[config.mk]
export PLATFORM = sky130hd
export DESIGN_NAME = dcache_port_arbiter_flat
export DESIGN_NICKNAME = d
export VERILOG_FILES = /design/src/rtl/dcache_arb_pkg.sv /design/src/rtl/dcache_port_arbiter_if.sv /design/src/rtl/dcache_arb_burst_ctr.sv /design/src/rtl/dcache_port_arbiter.sv /design/src/flat_wrapper.sv
export SDC_FILE = /design/constraint.sdc
export NUM_CORES = 1
export LEC_CHECK = 0
export BUFFER_PORTS_ARGS = -buffer_cell sky130_fd_sc_hd__buf_2
export CELL_PAD_IN_SITES_DETAIL_PLACEMENT = 0
export CELL_PAD_IN_SITES_GLOBAL_PLACEMENT = 1
export CORE_ASPECT_RATIO = 1.5
export CORE_MARGIN = 2
export CORE_UTILIZATION = 28
export DETAILED_ROUTE_END_ITERATION = 7
export PLACE_DENSITY_LB_ADDON = 0.2
export SETUP_SLACK_MARGIN = 0.4
export SYNTH_ARGS = -nofsm -noshare
export SYNTH_HDL_FRONTEND = slang
export SYNTH_SLANG_ARGS = --single-unit
[constraint.sdc]
create_clock -name clk -period 3.1 [get_ports clk]
set_clock_uncertainty 0.15 [all_clocks]
set_input_delay 0.31 -clock clk [delete_from_list [all_inputs] [get_ports clk]]
set_output_delay 0.31 -clock clk [all_outputs]
set_load 0.005 [all_outputs]
[src/rtl/dcache_arb_pkg.sv]
// -----------------------------------------------------------------------------
// dcache_arb_pkg
// Shared types for the data-cache port arbiter:
//   arb_state_e  - arbiter FSM states (free arbitration / locked DMA burst)
//   port_id_e    - requester identity (CPU MEM stage, DMA/debug loader)
//   resp_t       - registered response {valid, err, data} returned to a port
// -----------------------------------------------------------------------------
package dcache_arb_pkg;

    // Width of the response data field; matches the arbiter's default DATA_W.
    localparam int RESP_DATA_W = 32;

    typedef enum logic {
        ARB      = 1'b0,
        DMA_LOCK = 1'b1
    } arb_state_e;

    typedef enum logic {
        PORT_CPU = 1'b0,
        PORT_DMA = 1'b1
    } port_id_e;

    typedef struct packed {
        logic                   valid;
        logic                   err;
        logic [RESP_DATA_W-1:0] data;
    } resp_t;

endpackage

[src/rtl/dcache_port_arbiter_if.sv]
// -----------------------------------------------------------------------------
// dcache_port_arbiter_if
// Bundles both requester ports and the single-port cache strobes.
//   cpu_* : CPU MEM stage request / grant / response
//   dma_* : DMA/debug loader request (plus burst length) / grant / response
//   cache_*: address, strobes and write data to the cache, read data back
// Modports:
//   master - requester + cache side (drives requests and cache_rdata)
//   slave  - the arbiter (drives grants, responses and cache strobes)
// -----------------------------------------------------------------------------
interface dcache_port_arbiter_if #(
    parameter int ADDR_W = 32,
    parameter int DATA_W = 32,
    parameter int LEN_W  = 4
);
    logic              cpu_req;
    logic              cpu_we;
    logic [ADDR_W-1:0] cpu_addr;
    logic [DATA_W-1:0] cpu_wdata;
    logic              cpu_gnt;
    logic              cpu_rvalid;
    logic [DATA_W-1:0] cpu_rdata;
    logic              cpu_err;

    logic              dma_req;
    logic              dma_we;
    logic [ADDR_W-1:0] dma_addr;
    logic [DATA_W-1:0] dma_wdata;
    logic [LEN_W-1:0]  dma_len;
    logic              dma_gnt;
    logic              dma_rvalid;
    logic [DATA_W-1:0] dma_rdata;
    logic              dma_err;

    logic [ADDR_W-1:0] cache_addr;
    logic              cache_we;
    logic              cache_re;
    logic [DATA_W-1:0] cache_wdata;
    logic [DATA_W-1:0] cache_rdata;

    modport master (
        output cpu_req, cpu_we, cpu_addr, cpu_wdata,
        input  cpu_gnt, cpu_rvalid, cpu_rdata, cpu_err,
        output dma_req, dma_we, dma_addr, dma_wdata, dma_len,
        input  dma_gnt, dma_rvalid, dma_rdata, dma_err,
        input  cache_addr, cache_we, cache_re, cache_wdata,
        output cache_rdata
    );

    modport slave (
        input  cpu_req, cpu_we, cpu_addr, cpu_wdata,
        output cpu_gnt, cpu_rvalid, cpu_rdata, cpu_err,
        input  dma_req, dma_we, dma_addr, dma_wdata, dma_len,
        output dma_gnt, dma_rvalid, dma_rdata, dma_err,
        output cache_addr, cache_we, cache_re, cache_wdata,
        input  cache_rdata
    );
endinterface

[src/rtl/dcache_arb_burst_ctr.sv]
// -----------------------------------------------------------------------------
// dcache_arb_burst_ctr
// Burst beat counter and CPU starvation counter for the arbiter.
// Ports:
//   clk, rst_n   - clock, asynchronous active-low reset
//   load/load_val- start a burst with load_val remaining beats
//   dec          - one DMA beat granted inside the burst
//   clr          - burst abandoned
//   in_lock      - arbiter is in DMA_LOCK
//   cpu_req/gnt  - CPU request and grant this cycle
//   beats_left   - remaining beats of the locked burst
//   burst_active - beats_left is non-zero
//   steal        - CPU has waited STARVE_LIMIT cycles; give it this slot
// -----------------------------------------------------------------------------
module dcache_arb_burst_ctr #(
    parameter int LEN_W        = 4,
    parameter int STARVE_LIMIT = 4
) (
    input  logic             clk,
    input  logic             rst_n,
    input  logic             load,
    input  logic [LEN_W-1:0] load_val,
    input  logic             dec,
    input  logic             clr,
    input  logic             in_lock,
    input  logic             cpu_req,
    input  logic             cpu_gnt,
    output logic [LEN_W-1:0] beats_left,
    output logic             burst_active,
    output logic             steal
);
    localparam int SC_W = $clog2(STARVE_LIMIT + 1);

    logic [SC_W-1:0] starve_cnt;

    always_ff @(posedge clk or negedge rst_n) begin
        if (!rst_n) begin
            beats_left <= '0;
        end else if (clr) begin
            beats_left <= '0;
        end else if (load) begin
            beats_left <= load_val;
        end else if (dec && beats_left != '0) begin
            beats_left <= beats_left - LEN_W'(1);
        end
    end

    // Counts cycles the CPU waits behind a locked burst; any cycle the CPU
    // is idle or served restarts the count.
    always_ff @(posedge clk or negedge rst_n) begin
        if (!rst_n) begin
            starve_cnt <= '0;
        end else if (!cpu_req || cpu_gnt) begin
            starve_cnt <= '0;
        end else if (in_lock && starve_cnt != SC_W'(STARVE_LIMIT)) begin
            starve_cnt <= starve_cnt + SC_W'(1);
        end
    end

    assign burst_active = (beats_left != '0);
    assign steal        = in_lock & cpu_req & (starve_cnt == SC_W'(STARVE_LIMIT));

endmodule

[src/rtl/dcache_port_arbiter.sv]
// -----------------------------------------------------------------------------
// dcache_port_arbiter
// Shares the single-port data cache between the CPU MEM stage (port 0) and a
// DMA/debug loader (port 1). One access is granted per cycle; the winner
// drives the cache combinationally and its read data is registered back one
// cycle later. DMA bursts lock the cache, except that a CPU starved for
// STARVE_LIMIT cycles steals one slot. Word addresses >= DEPTH never strobe
// the cache and return an error response.
// Ports:
//   clk, rst_n - clock, asynchronous active-low reset
//   bus        - dcache_port_arbiter_if.slave (requesters + cache)
//   stat_conflict_cnt, stat_steal_cnt - only with DCACHE_ARB_STATS_EN
// Build option:
//   DCACHE_ARB_STATS_EN - adds saturating conflict / steal counters
// -----------------------------------------------------------------------------
module dcache_port_arbiter
    import dcache_arb_pkg::*;
#(
    parameter int ADDR_W       = 32,
    parameter int DATA_W       = 32,
    parameter int DEPTH        = 256,
    parameter int MAX_BURST    = 8,
    parameter int STARVE_LIMIT = 4
) (
    input  logic                     clk,
    input  logic                     rst_n,
    dcache_port_arbiter_if.slave     bus
`ifdef DCACHE_ARB_STATS_EN
    ,
    output logic [31:0]              stat_conflict_cnt,
    output logic [31:0]              stat_steal_cnt
`endif
);
    localparam int LEN_W = $clog2(MAX_BURST + 1);

    function automatic logic [LEN_W-1:0] clamp_len(input logic [LEN_W-1:0] len);
        if (len == '0) return LEN_W'(1);
        if (len > LEN_W'(MAX_BURST)) return LEN_W'(MAX_BURST);
        return len;
    endfunction

    function automatic resp_t next_resp(input resp_t cur, input logic gnt,
                                        input logic we, input logic inr,
                                        input logic [RESP_DATA_W-1:0] rd);
        resp_t r;
        r       = cur;
        r.valid = gnt & ~we;
        r.err   = gnt & ~inr;
        if (gnt && !we) r.data = inr ? rd : '0;
        return r;
    endfunction

    arb_state_e       state, state_nxt;
    port_id_e         winner;
    logic             gnt_cpu, gnt_dma, grant_any;
    logic             load, dec, clr;
    logic [LEN_W-1:0] eff_len, beats_left;
    logic             burst_active, steal;
    logic             sel_we, in_range;
    logic [ADDR_W-1:0] sel_addr;
    logic [DATA_W-1:0] sel_wdata;
    resp_t            resp_cpu_p1, resp_dma_p1;

    dcache_arb_burst_ctr #(
        .LEN_W        (LEN_W),
        .STARVE_LIMIT (STARVE_LIMIT)
    ) u_burst_ctr (
        .clk          (clk),
        .rst_n        (rst_n),
        .load         (load),
        .load_val     (eff_len - LEN_W'(1)),
        .dec          (dec),
        .clr          (clr),
        .in_lock      (state == DMA_LOCK),
        .cpu_req      (bus.cpu_req),
        .cpu_gnt      (gnt_cpu),
        .beats_left   (beats_left),
        .burst_active (burst_active),
        .steal        (steal)
    );

    always_ff @(posedge clk or negedge rst_n) begin
        if (!rst_n) state <= ARB;
        else        state <= state_nxt;
    end

    // Grants are gated by rst_n so every output is low while reset is held.
    always_comb begin
        state_nxt = state;
        gnt_cpu   = 1'b0;
        gnt_dma   = 1'b0;
        load      = 1'b0;
        dec       = 1'b0;
        clr       = 1'b0;
        eff_len   = clamp_len(bus.dma_len);
        if (rst_n) begin
            unique case (state)
                ARB: begin
                    if (bus.cpu_req) begin
                        gnt_cpu = 1'b1;
                    end else if (bus.dma_req) begin
                        gnt_dma = 1'b1;
                        if (eff_len > LEN_W'(1)) begin
                            load      = 1'b1;
                            state_nxt = DMA_LOCK;
                        end
                    end
                end
                DMA_LOCK: begin
                    if (!bus.dma_req || !burst_active) begin
                        // Burst abandoned; the slot is not wasted.
                        clr       = 1'b1;
                        state_nxt = ARB;
                        gnt_cpu   = bus.cpu_req;
                    end else if (steal) begin
                        gnt_cpu = 1'b1;
                    end else begin
                        gnt_dma = 1'b1;
                        dec     = 1'b1;
                        if (beats_left == LEN_W'(1)) state_nxt = ARB;
                    end
                end
                default: state_nxt = ARB;
            endcase
        end
    end

    assign grant_any = gnt_cpu | gnt_dma;
    assign winner    = gnt_dma ? PORT_DMA : PORT_CPU;
    assign sel_we    = (winner == PORT_DMA) ? bus.dma_we    : bus.cpu_we;
    assign sel_addr  = (winner == PORT_DMA) ? bus.dma_addr  : bus.cpu_addr;
    assign sel_wdata = (winner == PORT_DMA) ? bus.dma_wdata : bus.cpu_wdata;
    assign in_range  = (sel_addr < ADDR_W'(DEPTH));

    assign bus.cpu_gnt     = gnt_cpu;
    assign bus.dma_gnt     = gnt_dma;
    assign bus.cache_addr  = grant_any ? sel_addr  : '0;
    assign bus.cache_wdata = grant_any ? sel_wdata : '0;
    assign bus.cache_re    = grant_any & ~sel_we & in_range;
    assign bus.cache_we    = grant_any &  sel_we & in_range;

    // ---- stage p1: registered responses ----
    always_ff @(posedge clk or negedge rst_n) begin
        if (!rst_n) begin
            resp_cpu_p1 <= '0;
            resp_dma_p1 <= '0;
        end else begin
            resp_cpu_p1 <= next_resp(resp_cpu_p1, gnt_cpu, bus.cpu_we, in_range,
                                     RESP_DATA_W'(bus.cache_rdata));
            resp_dma_p1 <= next_resp(resp_dma_p1, gnt_dma, bus.dma_we, in_range,
                                     RESP_DATA_W'(bus.cache_rdata));
        end
    end

    assign bus.cpu_rvalid = resp_cpu_p1.valid;
    assign bus.cpu_err    = resp_cpu_p1.err;
    assign bus.cpu_rdata  = resp_cpu_p1.data[DATA_W-1:0];
    assign bus.dma_rvalid = resp_dma_p1.valid;
    assign bus.dma_err    = resp_dma_p1.err;
    assign bus.dma_rdata  = resp_dma_p1.data[DATA_W-1:0];

`ifdef DCACHE_ARB_STATS_EN
    always_ff @(posedge clk or negedge rst_n) begin
        if (!rst_n) begin
            stat_conflict_cnt <= '0;
            stat_steal_cnt    <= '0;
        end else begin
            if (bus.cpu_req && bus.dma_req && stat_conflict_cnt != '1)
                stat_conflict_cnt <= stat_conflict_cnt + 32'd1;
            if (steal && stat_steal_cnt != '1)
                stat_steal_cnt <= stat_steal_cnt + 32'd1;
        end
    end
`endif

endmodule

[src/flat_wrapper.sv]
// flat-port wrapper written by rule: the top's interface ports become plain ports
module dcache_port_arbiter_flat import dcache_arb_pkg::*;
#(
    parameter int ADDR_W       = 32,
    parameter int DATA_W       = 32,
    parameter int DEPTH        = 256,
    parameter int MAX_BURST    = 8,
    parameter int STARVE_LIMIT = 4
)
  (clk, rst_n, bus_cpu_req, bus_cpu_we, bus_cpu_addr, bus_cpu_wdata, bus_cpu_gnt, bus_cpu_rvalid, bus_cpu_rdata, bus_cpu_err, bus_dma_req, bus_dma_we, bus_dma_addr, bus_dma_wdata, bus_dma_len, bus_dma_gnt, bus_dma_rvalid, bus_dma_rdata, bus_dma_err, bus_cache_addr, bus_cache_we, bus_cache_re, bus_cache_wdata, bus_cache_rdata);
  dcache_port_arbiter_if #(.ADDR_W(ADDR_W), .DATA_W(DATA_W)) bus_i ();
  input  logic clk;
  input  logic rst_n;
  input wire logic [$bits(bus_i.cpu_req)-1:0] bus_cpu_req;
  input wire logic [$bits(bus_i.cpu_we)-1:0] bus_cpu_we;
  input wire logic [$bits(bus_i.cpu_addr)-1:0] bus_cpu_addr;
  input wire logic [$bits(bus_i.cpu_wdata)-1:0] bus_cpu_wdata;
  output wire logic [$bits(bus_i.cpu_gnt)-1:0] bus_cpu_gnt;
  output wire logic [$bits(bus_i.cpu_rvalid)-1:0] bus_cpu_rvalid;
  output wire logic [$bits(bus_i.cpu_rdata)-1:0] bus_cpu_rdata;
  output wire logic [$bits(bus_i.cpu_err)-1:0] bus_cpu_err;
  input wire logic [$bits(bus_i.dma_req)-1:0] bus_dma_req;
  input wire logic [$bits(bus_i.dma_we)-1:0] bus_dma_we;
  input wire logic [$bits(bus_i.dma_addr)-1:0] bus_dma_addr;
  input wire logic [$bits(bus_i.dma_wdata)-1:0] bus_dma_wdata;
  input wire logic [$bits(bus_i.dma_len)-1:0] bus_dma_len;
  output wire logic [$bits(bus_i.dma_gnt)-1:0] bus_dma_gnt;
  output wire logic [$bits(bus_i.dma_rvalid)-1:0] bus_dma_rvalid;
  output wire logic [$bits(bus_i.dma_rdata)-1:0] bus_dma_rdata;
  output wire logic [$bits(bus_i.dma_err)-1:0] bus_dma_err;
  output wire logic [$bits(bus_i.cache_addr)-1:0] bus_cache_addr;
  output wire logic [$bits(bus_i.cache_we)-1:0] bus_cache_we;
  output wire logic [$bits(bus_i.cache_re)-1:0] bus_cache_re;
  output wire logic [$bits(bus_i.cache_wdata)-1:0] bus_cache_wdata;
  input wire logic [$bits(bus_i.cache_rdata)-1:0] bus_cache_rdata;
  assign bus_i.cpu_req = bus_cpu_req;
  assign bus_i.cpu_we = bus_cpu_we;
  assign bus_i.cpu_addr = bus_cpu_addr;
  assign bus_i.cpu_wdata = bus_cpu_wdata;
  assign bus_cpu_gnt = bus_i.cpu_gnt;
  assign bus_cpu_rvalid = bus_i.cpu_rvalid;
  assign bus_cpu_rdata = bus_i.cpu_rdata;
  assign bus_cpu_err = bus_i.cpu_err;
  assign bus_i.dma_req = bus_dma_req;
  assign bus_i.dma_we = bus_dma_we;
  assign bus_i.dma_addr = bus_dma_addr;
  assign bus_i.dma_wdata = bus_dma_wdata;
  assign bus_i.dma_len = bus_dma_len;
  assign bus_dma_gnt = bus_i.dma_gnt;
  assign bus_dma_rvalid = bus_i.dma_rvalid;
  assign bus_dma_rdata = bus_i.dma_rdata;
  assign bus_dma_err = bus_i.dma_err;
  assign bus_cache_addr = bus_i.cache_addr;
  assign bus_cache_we = bus_i.cache_we;
  assign bus_cache_re = bus_i.cache_re;
  assign bus_cache_wdata = bus_i.cache_wdata;
  assign bus_i.cache_rdata = bus_cache_rdata;
  dcache_port_arbiter #(.ADDR_W(ADDR_W), .DATA_W(DATA_W), .DEPTH(DEPTH), .MAX_BURST(MAX_BURST), .STARVE_LIMIT(STARVE_LIMIT)) u_core (.clk(clk), .rst_n(rst_n), .bus(bus_i));
endmodule
==> results of run 1 <==
routing by layer:
| metal | global-route usage (%) | routed length, um | vias up |
|---|---|---|---|
| li1 | - | - | 2273 |
| met1 | 26.8 | 7690 | 2266 |
| met2 | 38.5 | 9620 | 256 |
| met3 | 6.70 | 1670 | 28 |
| met4 | 6.37 | 351 | 6 |
| met5 | 0 | 38 | - |
layout make-up:
cell class	instances	area [um^2]
well taps	196	245
diodes	2	5.00
inverters	8	32.5
clock inverters	6	86.3
multi-input cells	340	2200
fillers	1470	7720
repair buffers	344	2100
clock buffers	10	239
flip-flops and latches	76	1900
cell families (layout without fill, tap and decap cells):
logic type	count (synthesis)	after routing	share of synthesized area, %
other cells	0	2	0
simple gates	183	183	18.9
xor+xnor	2	2	0.421
flops	76	76	45.7
compound gates	148	149	27.7
fa+ha+maj	6	6	1.81
buf+inv	44	368	5.48
cells in the final DEF (no fill, tap or decap), types with 2 or more instances in the layout:
cell,Yosys,final
a21oi_1,5,5
a22o_1,64,56
a22o_4,0,8
a41o_4,0,2
and2_1,2,2
buf_12,0,5
buf_2,13,299
buf_4,4,21
buf_6,4,10
bufinv_16,0,2
clkbuf_16,0,16
clkinv_2,0,2
dfrtp_1,76,76
diode_2,0,2
ha_1,6,5
inv_1,7,5
inv_2,1,2
nand2_1,136,136
nand2b_1,6,4
nand3_1,6,5
nand4_1,3,3
nor2_1,11,11
nor4_1,12,12
o21ai_0,38,38
o21ai_2,30,30
o221ai_1,3,3
power by group through the flow:
stage | clock (mW) | combinational, mW | sequential [mW]
2_1_floorplan | 0 | 0.363 | 1.07
3_3_place_gp | 0 | 0.686 | 1.07
3_5_place_dp | 0 | 0.691 | 1.08
4_1_cts | 1.16 | 0.818 | 1.05
5_1_grt | 1.20 | 1.06 | 1.06
6_report | 1.14 | 0.996 | 1.06
worst min-delay path: stages:
cell,delay (ns)
buf_2,0.11
nand2_1,0.06
o21ai_2,0.05
registers in the layout (all words and copies together), names as in the netlist:
name / count
u_core.bus.cpu_err: 1
u_core.bus.cpu_rdata: 32
u_core.bus.cpu_rvalid: 1
u_core.bus.dma_err: 1
u_core.bus.dma_rdata: 32
u_core.bus.dma_rvalid: 1
u_core.state: 1
u_core.u_burst_ctr.beats_left: 4
u_core.u_burst_ctr.starve_cnt: 3
synthesized netlist by cell type, types with 2 or more instances:
| library cell | number | area, um^2 |
|---|---|---|
| o221ai_1 | 3 | 26.3 |
| buf_2 | 13 | 65.1 |
| a21oi_1 | 5 | 25.0 |
| nor2_1 | 11 | 41.3 |
| o21ai_0 | 38 | 190 |
| o21ai_2 | 30 | 263 |
| nand2_1 | 136 | 510 |
| dfrtp_1 | 76 | 1900 |
| ha_1 | 6 | 75.1 |
| and2_1 | 2 | 12.5 |
| nand2b_1 | 6 | 37.5 |
| inv_1 | 7 | 26.3 |
| nand4_1 | 3 | 18.8 |
| nor4_1 | 12 | 75.1 |
| buf_4 | 4 | 30.0 |
| a22o_1 | 64 | 561 |
| buf_6 | 4 | 45.0 |
| clkbuf_1 | 13 | 48.8 |
| nand3_1 | 6 | 30.0 |
what timing repair did:
item	CTS	global route
gates resized for setup	27	20
gates cloned	2	10
endpoints found under the setup margin	97	68
buffers inserted	10	6
pin swaps	3	20
metrics by stage:
| stage | cell area, um^2 | worst slack, ns | std cells |
|---|---|---|---|
| finish | 6810 | 0.353 | 982 |
| detailed placement | 5830 | 0.232 | 936 |
| floorplan | 4160 | 0.625 | 459 |
| CTS | 6440 | 0.379 | 964 |
| global route | 6810 | 0.293 | 980 |
| global placement | 5830 | 0.308 | 936 |
worst paths after layout:
path                                                  start                          endpoint
max in group asynchronous                             rst_n          u_core.bus.dma_rdata[16]
min in group asynchronous                             rst_n  u_core.u_burst_ctr.beats_left[2]
setup / recovery           u_core.u_burst_ctr.beats_left[1]               bus_cache_wdata[26]
setup reg to reg           u_core.u_burst_ctr.beats_left[1]          u_core.bus.cpu_rdata[24]
hold reg to reg                    u_core.bus.dma_rdata[10]          u_core.bus.dma_rdata[10]
hold / removal                          bus_cache_rdata[13]          u_core.bus.cpu_rdata[13]
==> results_dict.tcl, run 1 <==
set metrics [dict create \
    max-cap-violations 0 \
    clock_latency_ns 0.33 \
    syn_nets 635 \
    row_count 54 \
    initial_utilization_pct 28.6 \
    synth_cells 459 \
    slowest_stage "or3b_4" \
    grt_max_degree 79 \
    gp_congestion 0.823 \
    worst_pin_slew_ns 1.02 \
    path_delay_family "compound AO/OA/AOI/OAI gates" \
    worstPathCellList "inv_2, ha_4, or3b_4, a41o_4, clkbuf_16, a22o_4, buf_6" \
    cts_tree "yes" \
    synth_edf_count 0 \
    setup_viol 0 \
    numCtsBuffers 9 \
    clkTransAtPathRegs_ns 0.06 \
    ys_async_sr_fraction_pct 100 \
    worst_setup_path_end_kind "output port" \
    synth_seq_cells 76 \
    setup_tns_ns 0 \
    max_freq_mhz 364 \
    syn_avg_cell_area_um2 9.06 \
    core_area_um2 14500 \
    drc_errors 0 \
    power_frac_comb_pct 31.1 \
    dieArea_um2 15900 \
    r2r_setup_slack_ns 0.56 \
    hold_depth 3 \
    yosysWarnings 0 \
    hold_class "primary input to flip-flop" \
    switching_power_mw 0.935 \
    clock_power_share_pct 35.8 \
    grt_remaining_overflow 0 \
    die_h_um 153 \
    wl_per_cell_um 19.7 \
    arrival_ns 2.29 \
    rsz0062_at_grt "true" \
    dr.pass1.iters 4 \
    final_core_util_pct 46.9 \
    slowest_delay_ns 0.43 \
    clkSinkCount 76 \
    dominantRegCellSynth "dfrtp_1" \
    place_hpwl_um 14200 \
    r2r_cells 9 \
    max_slew_margin_pct 31.7 \
    ys_seq_area_share_pct 45.7 \
    drive_gt1_share_pct 52.9 \
    syn-cell-area_um2 4160 \
    vias_per_cell 4.92 \
    num_vias 4829 \
    status "finished, final reports clean" \
    hold-worst-slack_ns 0.0707 \
    cts_hold_buf 0 \
    grt_pass1_wl_um 27200 \
    cts_max_level 3 \
    final-hold-violation-count 0 \
    cts_max_path_buffers 2 \
    grt.total_usage_pct 22.3 \
    power_density_nw_per_um2 470 \
    critPathMaxFanout 5 \
    syn2layout_area_growth_pct 63.7 \
    ios 306 \
    cp.buffers_inverters 3 \
    critPathLaunchType "flip-flop" \
    detailedRoute.firstIterationViolations 228 \
    root_buffer "clkbuf_16" \
    crit_required_ns 2.64 \
    fin_crit_sh_pct 88.6 \
    cp.depth 7 \
    wirelength_um 19400 \
    power_leakage_nw 3.61 \
    ys_types 39 \
    maxSlewViolCount 0 \
    grt_pass1_vias 4752 \
    ant_nets 0 \
    layout.nets 955 \
    fin_crit_ns 2.75 \
    intPower_mw 2.26 \
    ir_drop_mv 0.197 \
    antenna_found_initial 5 \
    finalPower_mw 3.20 \
    worst-setup-path-type "flip-flop to output port" \
    seqPwrFrac_pct 33.1 \
    p_sw_share_pct 29.2 \
    io_buffers 305 \
    dieWidth_um 104 \
]
Power figures use the tool's default switching activity.
==> inputs of run 2 (changes only) <==
--- a/config.mk
+++ b/config.mk
@@ -5,10 +5,11 @@
 export SDC_FILE = /design/constraint.sdc
 export NUM_CORES = 1
 export LEC_CHECK = 0
+export ABC_AREA = 1
 export BUFFER_PORTS_ARGS = -buffer_cell sky130_fd_sc_hd__buf_2
 export CELL_PAD_IN_SITES_DETAIL_PLACEMENT = 0
 export CELL_PAD_IN_SITES_GLOBAL_PLACEMENT = 1
-export CORE_ASPECT_RATIO = 1.5
+export CORE_ASPECT_RATIO = 0.75
 export CORE_MARGIN = 2
 export CORE_UTILIZATION = 28
 export DETAILED_ROUTE_END_ITERATION = 7
==> run 2 against run 1 <==
Compared with the run above:
- register-to-register slack worse by 0.49 ns
- clock-buffer cell count rose by 1
- sequential share of layout area is 2.8 points lower
- maximum frequency decreased by 9.3%
- flip-flop and latch count did not move
- sequential power is essentially flat
==> results_dict.tcl, run 2 <==
set metrics [dict create \
    worst-setup-path-type "flip-flop to flip-flop" \
    synth_largest_area_cell "dfrtp_1" \
    ys_seq_area_share_pct 40.2 \
    place_hpwl_um 13100 \
    ant_nets 0 \
    synth_cells 702 \
    yosysWarnings 0 \
    fin_crit_ns 3.03 \
    io_buffers 305 \
    status "finished, final reports clean" \
    cts_max_level 3 \
    final_cell_mix "304 x buf_2, 292 x nand2_1, 77 x inv_1" \
    dr.pass1.iters 6 \
    max-cap-violations 0 \
    initial_utilization_pct 28.4 \
    wl_per_cell_um 16.0 \
    syn_nets 878 \
    critPathLaunchType "flip-flop" \
    layout.nets 1217 \
    synth_edf_count 0 \
    synth_seq_cells 76 \
    ys_async_sr_fraction_pct 100 \
    max_slew_margin_pct 56.3 \
    clkSinkCount 76 \
    num_vias 5778 \
    row_count 41 \
    root_buffer "clkbuf_16" \
    vias_per_cell 4.58 \
    placed_cell_area_um2 6470 \
    hold-worst-slack_ns 0.0786 \
    grt_pass1_wl_um 28900 \
    arrival_ns 3.10 \
    clkTransAtPathRegs_ns 0.06 \
    dieArea_um2 18000 \
    setup_viol 0 \
    numCtsBuffers 9 \
    fin_crit_sh_pct 97.7 \
    grt_pass1_vias 5513 \
    syn-cell-area_um2 4730 \
    rsz0062_at_grt "true" \
    worst_setup_path_end_kind "flip-flop" \
    ys_types 28 \
    layout_commonest_cell "buf_2" \
    dp.cells 1192 \
    syn2layout_area_growth_pct 60.3 \
    crit_required_ns 3.17 \
    gp_congestion 0.854 \
    design_area_um2 7580 \
    synth.most_common_cell "nand2_1" \
    wirelength_um 20200 \
    hold_class "primary input to flip-flop" \
    cts_max_path_buffers 2 \
    die_h_um 117 \
    dominantRegCellSynth "dfrtp_1" \
    dieWidth_um 154 \
    grt_max_degree 65 \
    ios 306 \
    detailedRoute.firstIterationViolations 322 \
    drive_gt1_share_pct 39.6 \
    synth_top_cell_area_share_pct 40.2 \
    drc_errors 0 \
    power_density_nw_per_um2 431 \
    netlist_top_cells_count "297 x nand2_1, 79 x inv_1, 76 x dfrtp_1, 65 x nand4_1, 49 x o21ai_0" \
    final-hold-violation-count 0 \
    finalNonFillerCells 1262 \
    maxSlewViolCount 0 \
    grt.total_usage_pct 20.3 \
    ir_drop_mv 0.203 \
    core_area_um2 16700 \
    syn_avg_cell_area_um2 6.74 \
    critPathMaxFanout 2 \
    finalPower_mw 3.27 \
    clock_latency_ns 0.33 \
    ys_top_cells_by_area "dfrtp_1 40%, nand2_1 24%, nand4_1 8.6%" \
    antenna_found_initial 1 \
    setup_tns_ns 0 \
    worst_pin_slew_ns 0.655 \
    max_freq_mhz 330 \
    cts_tree "yes" \
    grt_remaining_overflow 0 \
    power_leakage_nw 4.86 \
]
run 2: power breakdown:
part	switching (mW)	internal (mW)
clock	0.418	0.627
combinational	0.622	0.557
sequential	0.0191	1.02
run 2: per-stage QoR:
step,utilization (%),setup WS (ns)
after floorplan,-,0.650
final,45.5,0.0704
after global placement,38.8,0.110
after CTS,43.2,0.135
after detailed placement,38.8,0.0863
after global routing,45.5,-0.0224
run 2: final timing paths:
check	slack (ns)	end	startpoint	cells past startpoint
min in group asynchronous	0.28	u_core.u_burst_ctr.beats_left[0]	rst_n	2
worst min register to register	0.32	u_core.bus.cpu_rdata[13]	u_core.bus.cpu_rdata[13]	2
worst min-delay path	0.08	u_core.bus.cpu_rdata[7]	bus_cache_rdata[7]	3
max in group asynchronous	1.20	u_core.bus.dma_rdata[2]	rst_n	4
worst max-delay path	0.07	u_core.u_burst_ctr.starve_cnt[0]	u_core.u_burst_ctr.starve_cnt[0]	22
worst max register to register	0.07	u_core.u_burst_ctr.starve_cnt[0]	u_core.u_burst_ctr.starve_cnt[0]	22
run 2: area by class of cell:
| type | instances | area, um^2 |
|---|---|---|
| antenna | 1 | 2.50 |
| clock buffer | 11 | 233 |
| clock inverter | 5 | 61.3 |
| fill | 1762 | 9090 |
| inverter | 81 | 319 |
| multi-input combinational | 500 | 2430 |
| sequential | 76 | 1900 |
| tap | 215 | 269 |
| timing repair buffer | 373 | 2360 |
run 2: critical path, stage by stage, from the launching register on:
cell     delay [ns]
dfrtp_1        0.36
inv_2          0.07
buf_6          0.11
buf_4          0.12
buf_4          0.12
buf_4          0.12
buf_4          0.12
buf_4          0.12
buf_4          0.12
buf_4          0.12
buf_4          0.12
buf_4          0.12
buf_4          0.13
buf_6          0.10
buf_6          0.10
buf_4          0.11
buf_4          0.12
buf_4          0.12
buf_4          0.12
buf_6          0.11
buf_6          0.11
nand2_4        0.06
a21oi_2        0.05
run 2: kinds of logic after synthesis:
| logic type | after synthesis | synth area share, % |
|---|---|---|
| flip-flops | 76 | 40.2 |
| buffers and inverters | 127 | 11.5 |
| AND/OR/NAND/NOR | 426 | 39.1 |
| adder cells (fa/ha/maj) | 6 | 1.59 |
| XOR/XNOR | 3 | 0.556 |
| AO/OA/AOI/OAI | 64 | 6.99 |
run 2: metal layers:
layer / up-vias / track usage [%] / routed length (um)
met4: 0 / 5.36 / 389
met3: 24 / 5.05 / 1230
met2: 204 / 34.7 / 9690
li1: 2917 / - / -
met5: - / 0 / 0
met1: 2633 / 26.0 / 8930
run 2: timing repair:
item / CTS / global route
gates resized for setup: 32 / 26
endpoints found under the setup margin: 131 / 131
gates cloned: 2 / 8
hold endpoints to repair: 27 / 0
setup buffers: 34 / 8
pin swaps: 10 / 9
hold buffers: 1 / 0
==> inputs of run 3 (changes only) <==
--- a/config.mk
+++ b/config.mk
@@ -14,6 +14,7 @@
 export CORE_UTILIZATION = 28
 export DETAILED_ROUTE_END_ITERATION = 7
 export PLACE_DENSITY_LB_ADDON = 0.2
+export RECOVER_POWER = 50
 export SETUP_SLACK_MARGIN = 0.4
 export SYNTH_ARGS = -nofsm -noshare
 export SYNTH_HDL_FRONTEND = slang
==> run 3 against run 2 <==
Compared with the run above:
- die area is the same
- largest cell class unchanged
- first-iteration DRC count shrank 6.5%
- sequential power hardly changed
- highest routed layer unchanged
- critical endpoint unchanged
==> results_dict.tcl, run 3 (synthesis results as in run 2) <==
set metrics [dict create \
    grt_pass1_vias 5513 \
    wirelength_um 20300 \
    fin_crit_sh_pct 97.9 \
    dieArea_um2 18000 \
    final_core_util_pct 44.9 \
    final_cell_mix "293 x nand2_1, 245 x buf_2, 78 x inv_1" \
    root_buffer "clkbuf_16" \
    row_count 41 \
    cts_max_level 3 \
    arrival_ns 3.10 \
    io_buffers 305 \
    wl_per_cell_um 16.1 \
    clkSinkCount 76 \
    crit_top_cell "buf_4" \
    slowest_stage "dfrtp_1" \
    layout_commonest_cell "nand2_1" \
    numCtsBuffers 9 \
    crit_required_ns 3.17 \
    worstPathCellList "inv_2, buf_6, buf_4, buf_4, buf_4, buf_4, buf_4, buf_4, buf_4, buf_4, buf_4, buf_4, buf_6, buf_6, buf_4, buf_4, buf_4, buf_4, buf_6, buf_6, nand2_4, a21oi_2" \
    core_area_um2 16700 \
    max-cap-violations 0 \
    multi_input_area_um2 2420 \
    maxSlewViolCount 0 \
    r2r_setup_slack_ns 0.07 \
    worst-setup-path-type "flip-flop to flip-flop" \
    gp_congestion 0.854 \
    ios 306 \
    num_vias 5798 \
    place_hpwl_um 13100 \
    status "finished, final reports clean" \
    grt_remaining_overflow 0 \
    antenna_found_initial 1 \
    cts_max_path_buffers 2 \
    detailedRoute.firstIterationViolations 301 \
    ir_drop_mv 0.209 \
    power_density_nw_per_um2 436 \
    critPathLaunchType "flip-flop" \
    drc_errors 0 \
    clock_latency_ns 0.33 \
    slowest_delay_ns 0.36 \
    ant_nets 0 \
    placed_cell_area_um2 6470 \
    worst_setup_path_end_kind "flip-flop" \
    dr.pass1.iters 4 \
    path_delay_family "buffers and inverters" \
    hold_class "primary input to flip-flop" \
    fin_crit_ns 3.03 \
    syn2layout_area_growth_pct 58.5 \
    dieWidth_um 154 \
    critPathMaxFanout 2 \
    setup_viol 0 \
    drive_gt1_share_pct 33.7 \
    initial_utilization_pct 28.4 \
    cts_tree "yes" \
    vias_per_cell 4.59 \
    max_freq_mhz 330 \
    max_slew_margin_pct 17.0 \
    rsz0062_at_grt "true" \
    grt_max_degree 65 \
    final-hold-violation-count 0 \
    design_area_um2 7490 \
    register_area_um2 1900 \
    n_fill_cell 1781 \
    grt.total_usage_pct 20.3 \
    power_leakage_nw 4.59 \
    cp.buffers_inverters 20 \
    die_h_um 117 \
    grt_pass1_wl_um 28900 \
    layout.nets 1217 \
    worst_pin_slew_ns 1.25 \
    clkTransAtPathRegs_ns 0.06 \
]
==> run 3: cell count changes in the layout (fill, tap and decap cells not counted), sizes merged <==
cell | previous run | this run
clkbuf | 17 | 77
buf | 365 | 305
==> run 3: per-stage QoR <==
stage	hold WS, ns	setup WS, ns	instances	power, mW	setup TNS (ns)
floorplan	-0.136	0.650	702	1.57	0
global placement	-0.00734	0.110	1192	1.99	0
detailed placement	-0.00854	0.0863	1192	1.97	0
CTS	0.0711	0.135	1245	3.20	0
global route	0.0802	-0.0233	1262	3.47	-0.0377
finish	0.0771	0.0660	1262	3.26	0
==> run 3: worst paths after layout <==
path,startpoint,endpoint,cells past startpoint
min,bus_cache_rdata[30],u_core.bus.cpu_rdata[30],3
max,u_core.u_burst_ctr.starve_cnt[0],u_core.u_burst_ctr.starve_cnt[0],22
min reg2reg,u_core.bus.cpu_rdata[20],u_core.bus.cpu_rdata[20],2
max reg2reg,u_core.u_burst_ctr.starve_cnt[0],u_core.u_burst_ctr.starve_cnt[0],22
max in group asynchronous,rst_n,u_core.bus.dma_rdata[11],4
min in group asynchronous,rst_n,u_core.u_burst_ctr.beats_left[0],2
==> run 3: routing by layer <==
metal  routed length, um  track usage (%)  vias up
li1                    -                -     2915
met1                8880             26.0     2651
met2                9700             34.7      207
met3                1310             5.05       25
met4                 399             5.36        0
met5                   0                0        -
==> run 3: report_power, final <==
part           switching [mW]  total [mW]  internal (mW)
combinational           0.620        1.17          0.553
sequential             0.0193        1.04           1.02
clock                   0.420        1.05          0.627
total                    1.06        3.26           2.21
==> run 3: worst register-to-register path, stage by stage (launching register included) <==
cell	delay, ns
dfrtp_1	0.36
inv_2	0.07
buf_6	0.11
buf_4	0.12
buf_4	0.12
buf_4	0.12
buf_4	0.12
buf_4	0.12
buf_4	0.12
buf_4	0.12
buf_4	0.12
buf_4	0.13
buf_4	0.13
buf_6	0.10
buf_6	0.10
buf_4	0.12
buf_4	0.12
buf_4	0.13
buf_4	0.13
buf_6	0.11
buf_6	0.11
nand2_4	0.06
a21oi_2	0.05
==> run 3: repair_timing <==
item                       4_1_cts  5_1_grt
buffers inserted                34        8
cloned                           2        8
resized for setup               32       26
setup endpoints to repair      131      131
hold buffers                     1        0
hold endpoints to repair        27        0
pin swaps                       10        9
==> run 3: area by class of cell <==
type                       instances  area share, %
antenna                            1         0.0334
clock buffer                      11           3.11
clock inverter                     5          0.818
inverter                          81           4.26
multi-input combinational        500           32.3
sequential                        76           25.4
tap                              215           3.59
timing repair buffer             373           30.5
